--- config.mk ---
export PLATFORM = sky130hd
export DESIGN_NAME = median_window_seq_flat
export DESIGN_NICKNAME = d
export VERILOG_FILES = /design/src/rtl/median_window_seq_if.sv /design/src/rtl/median_window_seq.sv /design/src/flat_wrapper.sv
export SDC_FILE = /design/constraint.sdc
export NUM_CORES = 1
export LEC_CHECK = 0
export CAP_MARGIN = 0
export CORE_MARGIN = 3
export CORE_UTILIZATION = 55
export CTS_CLUSTER_DIAMETER = 120
export DETAILED_ROUTE_END_ITERATION = 8
export PLACE_DENSITY_LB_ADDON = 0.25
export SLEW_MARGIN = 20
export SYNTH_ARGS = -nofsm -noshare
export SYNTH_HDL_FRONTEND = slang
export SYNTH_SLANG_ARGS = --single-unit
--- constraint.sdc ---
create_clock -name CLK -period 3.3 [get_ports CLK]
set_input_delay 0.825 -clock CLK [delete_from_list [all_inputs] [get_ports CLK]]
set_output_delay 0.825 -clock CLK [all_outputs]
set_load 0.03 [all_outputs]
--- src/rtl/median_window_seq_if.sv ---
// rtl/median_window_seq_if.sv - pixel in, median out and median-engine signals
// The median engine is the master on its own M_DO/M_DSO pair; the sequencer is the slave here.
interface median_window_seq_if #(
  parameter int W = 8
) ();
  logic         IN_VALID;
  logic [W-1:0] IN_DATA;
  logic         IN_READY;
  logic         OUT_VALID;
  logic [W-1:0] OUT_DATA;
  logic         OUT_READY;
  logic [W-1:0] M_DI;
  logic         M_DSI;
  logic         M_nRST;
  logic [W-1:0] M_DO;
  logic         M_DSO;

  modport slave (
    input  IN_VALID, IN_DATA, OUT_READY, M_DO, M_DSO,
    output IN_READY, OUT_VALID, OUT_DATA, M_DI, M_DSI, M_nRST
  );

  modport master (
    output IN_VALID, IN_DATA, OUT_READY, M_DO, M_DSO,
    input  IN_READY, OUT_VALID, OUT_DATA, M_DI, M_DSI, M_nRST
  );
endinterface

--- src/rtl/median_window_seq.sv ---
// rtl/median_window_seq.sv - sequences a 3x3 window into an external median engine
// Collects nine pixels, streams them to the engine, waits for the result or times out and resets it.
module median_window_seq #(
  parameter int W       = 8,
  parameter int TIMEOUT = 64
) (
  input  logic                CLK,
  input  logic                RST,
  input  logic                ERR_CLR,
  output logic                BUSY,
  output logic                ERR,
  median_window_seq_if.slave  bus
);

  typedef enum logic [2:0] {
    S_LOAD,
    S_FEED,
    S_WAIT,
    S_HOLD,
    S_RECOVER
  } state_t;

  localparam logic [7:0] TO_LAST = 8'(TIMEOUT - 1);

  state_t       state_q, state_d;
  logic [3:0]   cnt_q, cnt_d;
  logic [3:0]   f_q, f_d;
  logic [3:0]   f_next;
  logic [7:0]   timer_q, timer_d;
  logic         rec_q, rec_d;
  logic         post_rst_q, post_rst_d;
  logic [W-1:0] pix_q [0:8];
  logic [W-1:0] pix_d [0:8];
  logic         in_ready_q, in_ready_d;
  logic         out_valid_q, out_valid_d;
  logic [W-1:0] out_data_q, out_data_d;
  logic         m_dsi_q, m_dsi_d;
  logic [W-1:0] m_di_q, m_di_d;
  logic         m_nrst_q, m_nrst_d;
  logic         err_q, err_d;
  logic         busy_q, busy_d;
  logic         beat;

  always_comb begin
    state_d     = state_q;
    cnt_d       = cnt_q;
    f_d         = f_q;
    f_next      = f_q + 4'd1;
    timer_d     = timer_q;
    rec_d       = rec_q;
    post_rst_d  = 1'b0;
    pix_d       = pix_q;
    in_ready_d  = in_ready_q;
    out_valid_d = out_valid_q;
    out_data_d  = out_data_q;
    m_dsi_d     = m_dsi_q;
    m_di_d      = m_di_q;
    // Engine reset is held one extra cycle after RST falls.
    m_nrst_d    = ~post_rst_q;
    err_d       = ERR_CLR ? 1'b0 : err_q;
    beat        = bus.IN_VALID & in_ready_q & (state_q == S_LOAD);

    case (state_q)
      S_LOAD: begin
        in_ready_d = 1'b1;
        if (beat) begin
          pix_d[cnt_q] = bus.IN_DATA;
          if (cnt_q == 4'd8) begin
            cnt_d      = 4'd0;
            f_d        = 4'd0;
            state_d    = S_FEED;
            in_ready_d = 1'b0;
            m_dsi_d    = 1'b1;
            m_di_d     = pix_q[0];
          end else begin
            cnt_d = cnt_q + 4'd1;
          end
        end
      end
      S_FEED: begin
        if (f_q == 4'd8) begin
          f_d     = 4'd0;
          timer_d = 8'd0;
          m_dsi_d = 1'b0;
          m_di_d  = '0;
          state_d = S_WAIT;
        end else begin
          f_d    = f_next;
          m_di_d = pix_q[f_next];
        end
      end
      S_WAIT: begin
        // A done strobe beats a simultaneous timeout.
        if (bus.M_DSO) begin
          out_data_d  = bus.M_DO;
          out_valid_d = 1'b1;
          timer_d     = 8'd0;
          state_d     = S_HOLD;
        end else if (timer_q == TO_LAST) begin
          err_d    = 1'b1;
          timer_d  = 8'd0;
          rec_d    = 1'b0;
          m_nrst_d = 1'b0;
          state_d  = S_RECOVER;
        end else begin
          timer_d = timer_q + 8'd1;
        end
      end
      S_HOLD: begin
        if (bus.OUT_READY) begin
          out_valid_d = 1'b0;
          in_ready_d  = 1'b1;
          state_d     = S_LOAD;
        end
      end
      S_RECOVER: begin
        cnt_d    = 4'd0;
        m_nrst_d = 1'b0;
        if (rec_q) begin
          rec_d      = 1'b0;
          m_nrst_d   = 1'b1;
          in_ready_d = 1'b1;
          state_d    = S_LOAD;
        end else begin
          rec_d = 1'b1;
        end
      end
      default: state_d = S_LOAD;
    endcase

    busy_d = ~((state_d == S_LOAD) && (cnt_d == 4'd0));
  end

  always_ff @(posedge CLK) begin
    if (RST) begin
      state_q     <= S_LOAD;
      cnt_q       <= 4'd0;
      f_q         <= 4'd0;
      timer_q     <= 8'd0;
      rec_q       <= 1'b0;
      post_rst_q  <= 1'b1;
      in_ready_q  <= 1'b0;
      out_valid_q <= 1'b0;
      out_data_q  <= '0;
      m_dsi_q     <= 1'b0;
      m_di_q      <= '0;
      m_nrst_q    <= 1'b0;
      err_q       <= 1'b0;
      busy_q      <= 1'b0;
    end else begin
      state_q     <= state_d;
      cnt_q       <= cnt_d;
      f_q         <= f_d;
      timer_q     <= timer_d;
      rec_q       <= rec_d;
      post_rst_q  <= post_rst_d;
      in_ready_q  <= in_ready_d;
      out_valid_q <= out_valid_d;
      out_data_q  <= out_data_d;
      m_dsi_q     <= m_dsi_d;
      m_di_q      <= m_di_d;
      m_nrst_q    <= m_nrst_d;
      err_q       <= err_d;
      busy_q      <= busy_d;
    end
  end

  // Window storage is pure datapath; cnt alone decides what is valid.
  always_ff @(posedge CLK) begin
    pix_q <= pix_d;
  end

  assign bus.IN_READY  = in_ready_q;
  assign bus.OUT_VALID = out_valid_q;
  assign bus.OUT_DATA  = out_data_q;
  assign bus.M_DSI     = m_dsi_q;
  assign bus.M_DI      = m_di_q;
  assign bus.M_nRST    = m_nrst_q;
  assign BUSY          = busy_q;
  assign ERR           = err_q;

endmodule

--- src/flat_wrapper.sv ---
// flat-port wrapper written by rule: the top's interface ports become plain ports
module median_window_seq_flat 
#(
  parameter int W       = 8,
  parameter int TIMEOUT = 64
)
  (CLK, RST, ERR_CLR, BUSY, ERR, bus_IN_VALID, bus_IN_DATA, bus_OUT_READY, bus_M_DO, bus_M_DSO, bus_IN_READY, bus_OUT_VALID, bus_OUT_DATA, bus_M_DI, bus_M_DSI, bus_M_nRST);
  median_window_seq_if #(.W(W)) bus_i ();
  input  logic CLK;
  input  logic RST;
  input  logic ERR_CLR;
  output logic BUSY;
  output logic ERR;
  input wire logic [$bits(bus_i.IN_VALID)-1:0] bus_IN_VALID;
  input wire logic [$bits(bus_i.IN_DATA)-1:0] bus_IN_DATA;
  input wire logic [$bits(bus_i.OUT_READY)-1:0] bus_OUT_READY;
  input wire logic [$bits(bus_i.M_DO)-1:0] bus_M_DO;
  input wire logic [$bits(bus_i.M_DSO)-1:0] bus_M_DSO;
  output wire logic [$bits(bus_i.IN_READY)-1:0] bus_IN_READY;
  output wire logic [$bits(bus_i.OUT_VALID)-1:0] bus_OUT_VALID;
  output wire logic [$bits(bus_i.OUT_DATA)-1:0] bus_OUT_DATA;
  output wire logic [$bits(bus_i.M_DI)-1:0] bus_M_DI;
  output wire logic [$bits(bus_i.M_DSI)-1:0] bus_M_DSI;
  output wire logic [$bits(bus_i.M_nRST)-1:0] bus_M_nRST;
  assign bus_i.IN_VALID = bus_IN_VALID;
  assign bus_i.IN_DATA = bus_IN_DATA;
  assign bus_i.OUT_READY = bus_OUT_READY;
  assign bus_i.M_DO = bus_M_DO;
  assign bus_i.M_DSO = bus_M_DSO;
  assign bus_IN_READY = bus_i.IN_READY;
  assign bus_OUT_VALID = bus_i.OUT_VALID;
  assign bus_OUT_DATA = bus_i.OUT_DATA;
  assign bus_M_DI = bus_i.M_DI;
  assign bus_M_DSI = bus_i.M_DSI;
  assign bus_M_nRST = bus_i.M_nRST;
  median_window_seq #(.W(W), .TIMEOUT(TIMEOUT)) u_core (.CLK(CLK), .RST(RST), .ERR_CLR(ERR_CLR), .BUSY(BUSY), .ERR(ERR), .bus(bus_i));
endmodule
### Word level (Yosys, flattened, before mapping)

Index checks and enable logic that the tools add are counted.

| storage, ports and cells | value |
|---|---|
| flip-flop bits (word level) | 115 |
| input bits | 22 |
| output and inout bits | 22 |
| word-level logic and storage cells | 122 |

| cells by class | value |
|---|---|
| $add $sub $neg | 3 |
| order comparisons | 3 |
| equality and inequality tests | 15 |
| mux-type cells | 54 |
| bitwise operators | 6 |
| reductions and logical operators | 18 |

Operator list:

| operator | number |
|---|---|
| bitwise mux 72 bit | 1 |
| 2-to-1 mux 8 bit | 9 |
| binary-select mux 8 bit (select 4 bit) | 1 |
| demux 8 bit (select 4 bit) | 1 |
| case mux 8 bit (2 select lines) | 2 |
| 2-to-1 mux 3 bit | 7 |
| 2-to-1 mux 1 bit | 20 |
| 2-to-1 mux 4 bit | 5 |
| case mux 4 bit (2 select lines) | 2 |
| case mux 3 bit (5 select lines) | 1 |
| AND reduction 3 bit | 4 |
| greater-or-equal comparator 5 bit, second input constant | 2 |
| NOT 4 -> 5 bit | 2 |
| adder 4 x 1 -> 4 bit, second input constant | 2 |
| adder 8 x 1 -> 8 bit, second input constant | 1 |
| equality test 4 bit, second input constant | 2 |
| equality test 8 x 6 -> 1 bit, second input constant | 1 |
| inequality test 2 x 1 -> 1 bit, second input constant | 4 |
| inequality test 2 bit, second input constant | 4 |
| case mux 1 bit (2 select lines) | 4 |
| nonzero test 2 bit | 4 |
| equality test 3 x 2 -> 1 bit, second input constant | 2 |
| zero test 3 bit | 2 |
| AND reduction 2 bit | 3 |
| 10 further kinds | 13 |

### Logic depth before layout (Yosys ltp)

| logic depth | value |
|---|---|
| depth after elaboration | 7 |
| depth in mapped cells | 9 |
| mapped depth without buffers | 6 |

### Worst setup path before layout

OpenSTA, ideal clock, no wires.

| timing | value |
|---|---|
| path kind | input to register |
| from | in bus_IN_VALID |
| to | reg u_core.pix_q[40] (netlist name) (enable) |
| arrival time | 2180 ps |
| required time | 2902 ps |
| setup slack | 722 ps |
| stages | 3 |
| buffers on the path | 0 |
| cell sequence | and2_0 > nand2_1 > nor4b_1 |

| on the way | value |
|---|---|
| longest elaborated chain between the ends | 3 |

Ends and longest elaborated chain:

| element | RTL line | text |
|---|---|---|
| start, declared | flat_wrapper.sv:14 | `input wire logic [$bits(bus_i.IN_VALID)-1:0] bus_IN_VALID;` |
| AND 1 bit (2 in series) | median_window_seq.sv:61 | `beat = bus.IN_VALID & in_ready_q & (state_q == S_LOAD);` |
| AND reduction 2 bit (no line) | - |  |
| end signal, assigned | median_window_seq.sv:170 | `pix_q <= pix_d;` |
| end, declared | median_window_seq.sv:32 | `logic [W-1:0] pix_q [0:8];` |

No other way between the ends.
A chain may end at the register's enable or synchronous reset.

### Final worst setup path

| timing | value |
|---|---|
| from | reg u_core.f_q[0] |
| to | reg u_core.m_di_q[0], in the netlist u_core.bus.M_DI[0] |

| on the way | value |
|---|---|
| longest elaborated chain between the ends | 7 |
| elaborated cells on any way between the ends | 8 |

Ends and longest elaborated chain:

| element | RTL line | text |
|---|---|---|
| start, declared | median_window_seq.sv:27 | `logic [3:0] f_q, f_d;` |
| start signal, assigned | median_window_seq.sv:138 | `f_q <= 4'd0;` |
| start signal, assigned | median_window_seq.sv:153 | `f_q <= f_d;` |
| adder 4 x 1 -> 4 bit | median_window_seq.sv:48 | `f_next = f_q + 4'd1;` |
| NOT 4 -> 5 bit (implied by the code) | median_window_seq.sv:89 | `m_di_d = pix_q[f_next];` |
| binary-select mux 8 bit (select 4 bit) | median_window_seq.sv:89 |  |
| 2-to-1 mux 8 bit (implied by the code) (2 in series) | median_window_seq.sv:89 |  |
| 2-to-1 mux 8 bit * | median_window_seq.sv:81 | `if (f_q == 4'd8) begin` |
| case mux 8 bit (2 select lines) * | median_window_seq.sv:63 | `case (state_q)` |
| end signal, assigned | median_window_seq.sv:161 | `m_di_q <= m_di_d;` |
| end, declared | median_window_seq.sv:38 | `logic [W-1:0] m_di_q, m_di_d;` |

Mark *: on every way between the ends. The rest lies on a longest branch, timed or not. The select of a mux whose other input is x is not followed.

==> summary.md <==
| Metric | Value |
|---|---|
| Run status | complete, no violations |
| Vias | 3325 |
| Syn Inst Count | 373 |
| Compound-gate portion of the synthesized area | 0.0980 |
| Initial antenna violation count | 0 |
| Post-synth EDFFs | slightly above 70 |
| Tmin final | around 2.6 ns |
| Mean Syn Cell Area | 13.4 um^2 |
| Post-synth cell types | 59 |
| Unrepaired setup endpoints after global routing | false |
| Post-synth top cells | edfxtp_1, dfxtp_1, nor2_1 |
| Die footprint | 10300 um^2 |
| Ranking of synthesized cells by area | edfxtp_1, dfxtp_1, mux4_2, mux4_1, nor2_1 |
| Detailed Route Iter0 Violations | between 200 and 300 |
| HP Class | flip-flop to flip-flop |
| Port buffer count | 43 |
| Root Buffer | clkbuf_8 |
| Num rows | 34 |
| Nets | about 450 |
| Vias in the first global route | between 3000 and 4000 |
| Synth area leader | edfxtp_1 |
| Core ar. | between 8000 and 9000 um^2 |
| Final Setup Violations | 0 |
| Final ANT Viol Nets | 0 |
| Detailed Place HPWL | slightly above 7 mm |
| Area Overhead vs Synth | 21.4% |
| Main combinational cell family by area after synthesis | simple AND/OR/NAND/NOR gates |
| Mapped cell area | approximately 5000 um^2 |
| # diodes | 0 |
| Mux cell area share after synthesis | 0.118 |
| Post-CTS Repair Setup Buffers | 0 |
| Resize count post-CTS | 0 |
| Peak VDD IR | about 340 uV |
| Met3 routed WL | roughly 750 um |
| CTS Sinks | 115 |
| GRT Util Overall | 0.224 |
| Largest net degree at the start of global routing | 30 |
| Pwr/cell area | ~550 nW/um^2 |
| Crit Path Max Fanout | 20 |
| Grt total ovfl | 0 |
| Pleak | 1.99 nW |
| Min-Delay Path Depth | 2 |
| Routed length per instance | 20.0 um |
| Slew @ Worst Pin | 0.987 ns |
| Top-count cell post-synth | edfxtp_1 |
| Die Span Y | 101 um |
| Seq/Total Area, Yosys | 0.604 |
| Area after DPL | between 5000 and 6000 um^2 |
| Initial DRT Pass Iterations | 5 |
| Syn_nets | ~400 |
| Reg clk slew, reported paths | roughly 0.060 ns |
| Longest Clk Path Bufs | 2 |
| Worst Skew | approximately 0.012 ns |
| Layout cell share with drive strength beyond 1 | 0.155 |
| Post-Synth XOR/XNOR Area | 0.00675 |
| Chip width | between 100 and 150 um |
| Startpoint Class | flip-flop |
| Worst path arrival time | around 3.0 ns |
| Final setup margin | 0.735 ns |
| CTS Hold Buffers Added | 0 |
| Share of the synthesized area in the top cell type | 0.432 |
| Final non-filler cell area | slightly above 6000 um^2 |
| H-tree levels | 4 |
| Hold Vio Cnt, Final | 0 |
| Synth Area in Simple Gates | 0.124 |
| CTS tree | yes |
| Clk_lat worst skew | roughly 0.52 ns |
| DRT met1 WL | a little under 5 mm |
| Final Slew Violations | 0 |
| FF-to-FF path depth | 6 |
| Yosys reg bits | between 100 and 150 |
| WL final | ~11 mm |
| Post-Synth Adder-Cell Area | 0.0175 |
| Remaining DRCs | 0 |
| CTS buffer count | 17 |
| First-pass GRT wire length | about 17 mm |
| WL met2 | 5.03 mm |
| Initial core utilization | 0.571 |
| Asr flop ratio synth | 0 |
| Vias per inst | 6.16 |
| CP endpoint kind | flip-flop |
| Max layer used | met4 |
| Placer's final routability congestion estimate | 0.901 |
| Max Fclk | about 0.39 GHz |
| Top-level I/O count | 44 |
| Required time worst endpoint | ~3.7 ns |
| Accumulated negative setup slack | 0 ns |
| Max_cap viols | 0 |
| Most used DFF post-synth | edfxtp_1 |
| FILL cells | around 600 |
| Crit path kind | flip-flop to flip-flop |
| Place WS | ~0.57 ns |
| Final core utilization | 0.693 |
| Yosys Warn Count | 0 |
| Crit share post-route | 0.777 |
| Slew headroom | 0.341 |
-- path summary, 6_finish.rpt --
path	endpoint	startpoint	slack, ns
worst max-delay path	u_core.bus.M_DI[0]$_SDFFE_PP0P_	u_core.f_q[0]$_SDFFE_PP0P_	0.74
worst min-delay path	u_core.ERR$_SDFF_PP0_	u_core.ERR$_SDFF_PP0_	0.48
worst max register to register	u_core.bus.M_DI[0]$_SDFFE_PP0P_	u_core.f_q[0]$_SDFFE_PP0P_	0.74
worst min register to register	u_core.ERR$_SDFF_PP0_	u_core.ERR$_SDFF_PP0_	0.48
-- metrics by stage --
step / hold WS (ns) / instances / power [W]
3_5_place_dp: 0.473 / 508 / 0.00167
4_1_cts: 0.481 / 540 / 0.00338
6_report: 0.479 / 540 / 0.00337
3_3_place_gp: 0.462 / 508 / 0.00166
2_1_floorplan: 0.461 / 373 / 0.00161
5_1_grt: 0.493 / 540 / 0.00347
-- logic make-up after synthesis --
kind of cell,count (synthesis)
muxes,36
adders and majority gates,7
AOI/OAI and AO/OA,70
and+or+nand+nor,112
xor gates and xnor gates,3
buffers and inverters,30
DFF,115
-- flip-flops by register name, summed over array words and instances, names as in the netlist --
register              count
u_core.timer_q            8
u_core.pix_q             72
u_core.bus.OUT_VALID      1
u_core.f_q                4
u_core.post_rst_q         1
u_core.cnt_q              4
u_core.bus.IN_READY       1
u_core.BUSY               1
u_core.state_q            3
u_core.rec_q              1
u_core.bus.OUT_DATA       8
u_core.bus.M_DSI          1
u_core.bus.M_nRST         1
u_core.bus.M_DI           8
u_core.ERR                1
-- worst max-delay path, cell delays in order, from the launching register on --
cell and delay (ns):
dfxtp_1 0.33, buf_4 0.34, ha_1 0.30, xor2_2 0.22, nor3_1 0.72, nand4_1 0.17, a311oi_1 0.36
-- where the power goes --
part / switching, W / leakage [nW] / internal, W / total (W)
Sequential: 0.00000685 / 0.998 / 0.00154 / 0.00155
Combinational: 0.0000512 / 0.717 / 0.0000416 / 0.0000927
Clock: 0.000704 / 0.275 / 0.00102 / 0.00173
-- layer usage --
layer | track usage | up-vias
li1 | - | 1556
met1 | 0.324 | 1652
met2 | 0.328 | 109
met3 | 0.0751 | 8
met4 | 0.0603 | 0
met5 | 0 | -
-- placed cells by master, fill, tap and decap left out, types with 3 or more instances in the layout --
| master | netlist | routed |
|---|---|---|
| edfxtp_1 | 72 | 72 |
| clkdlybuf4s50_1 | 0 | 43 |
| dfxtp_1 | 43 | 43 |
| nor2_1 | 33 | 33 |
| clkbuf_16 | 0 | 16 |
| nand3_1 | 15 | 15 |
| nand2_1 | 15 | 15 |
| a21oi_1 | 15 | 15 |
| o21ai_0 | 15 | 15 |
| mux2i_1 | 12 | 12 |
| mux4_2 | 10 | 10 |
| a311oi_1 | 10 | 10 |
| inv_1 | 8 | 8 |
| nand4_1 | 8 | 8 |
| mux2_2 | 8 | 8 |
| ha_1 | 7 | 7 |
| mux4_1 | 6 | 6 |
| inv_6 | 0 | 6 |
| buf_4 | 4 | 6 |
| nor3_1 | 5 | 5 |
| o31ai_1 | 5 | 5 |
| and2_1 | 4 | 4 |
| nor4b_2 | 0 | 4 |
| a31oi_1 | 4 | 4 |
| nand2b_1 | 4 | 4 |
| and3b_1 | 3 | 3 |
| nand3b_1 | 3 | 3 |
| nor2b_1 | 3 | 3 |
| o311ai_0 | 3 | 3 |
| a32oi_1 | 3 | 3 |
| clkinv_4 | 0 | 3 |
-- cell type report --
| class | instances | area [um^2] | area share |
|---|---|---|---|
| multi-input cells | 228 | 1850 | 0.305 |
| well taps | 108 | 135 | 0.0222 |
| clock inverters | 14 | 144 | 0.0237 |
| clock buffers | 18 | 418 | 0.0688 |
| inverters | 8 | 30.0 | 0.00494 |
| repair buffers | 49 | 475 | 0.0783 |
| flip-flops and latches | 115 | 3020 | 0.498 |
Power figures use the tool's default switching activity.
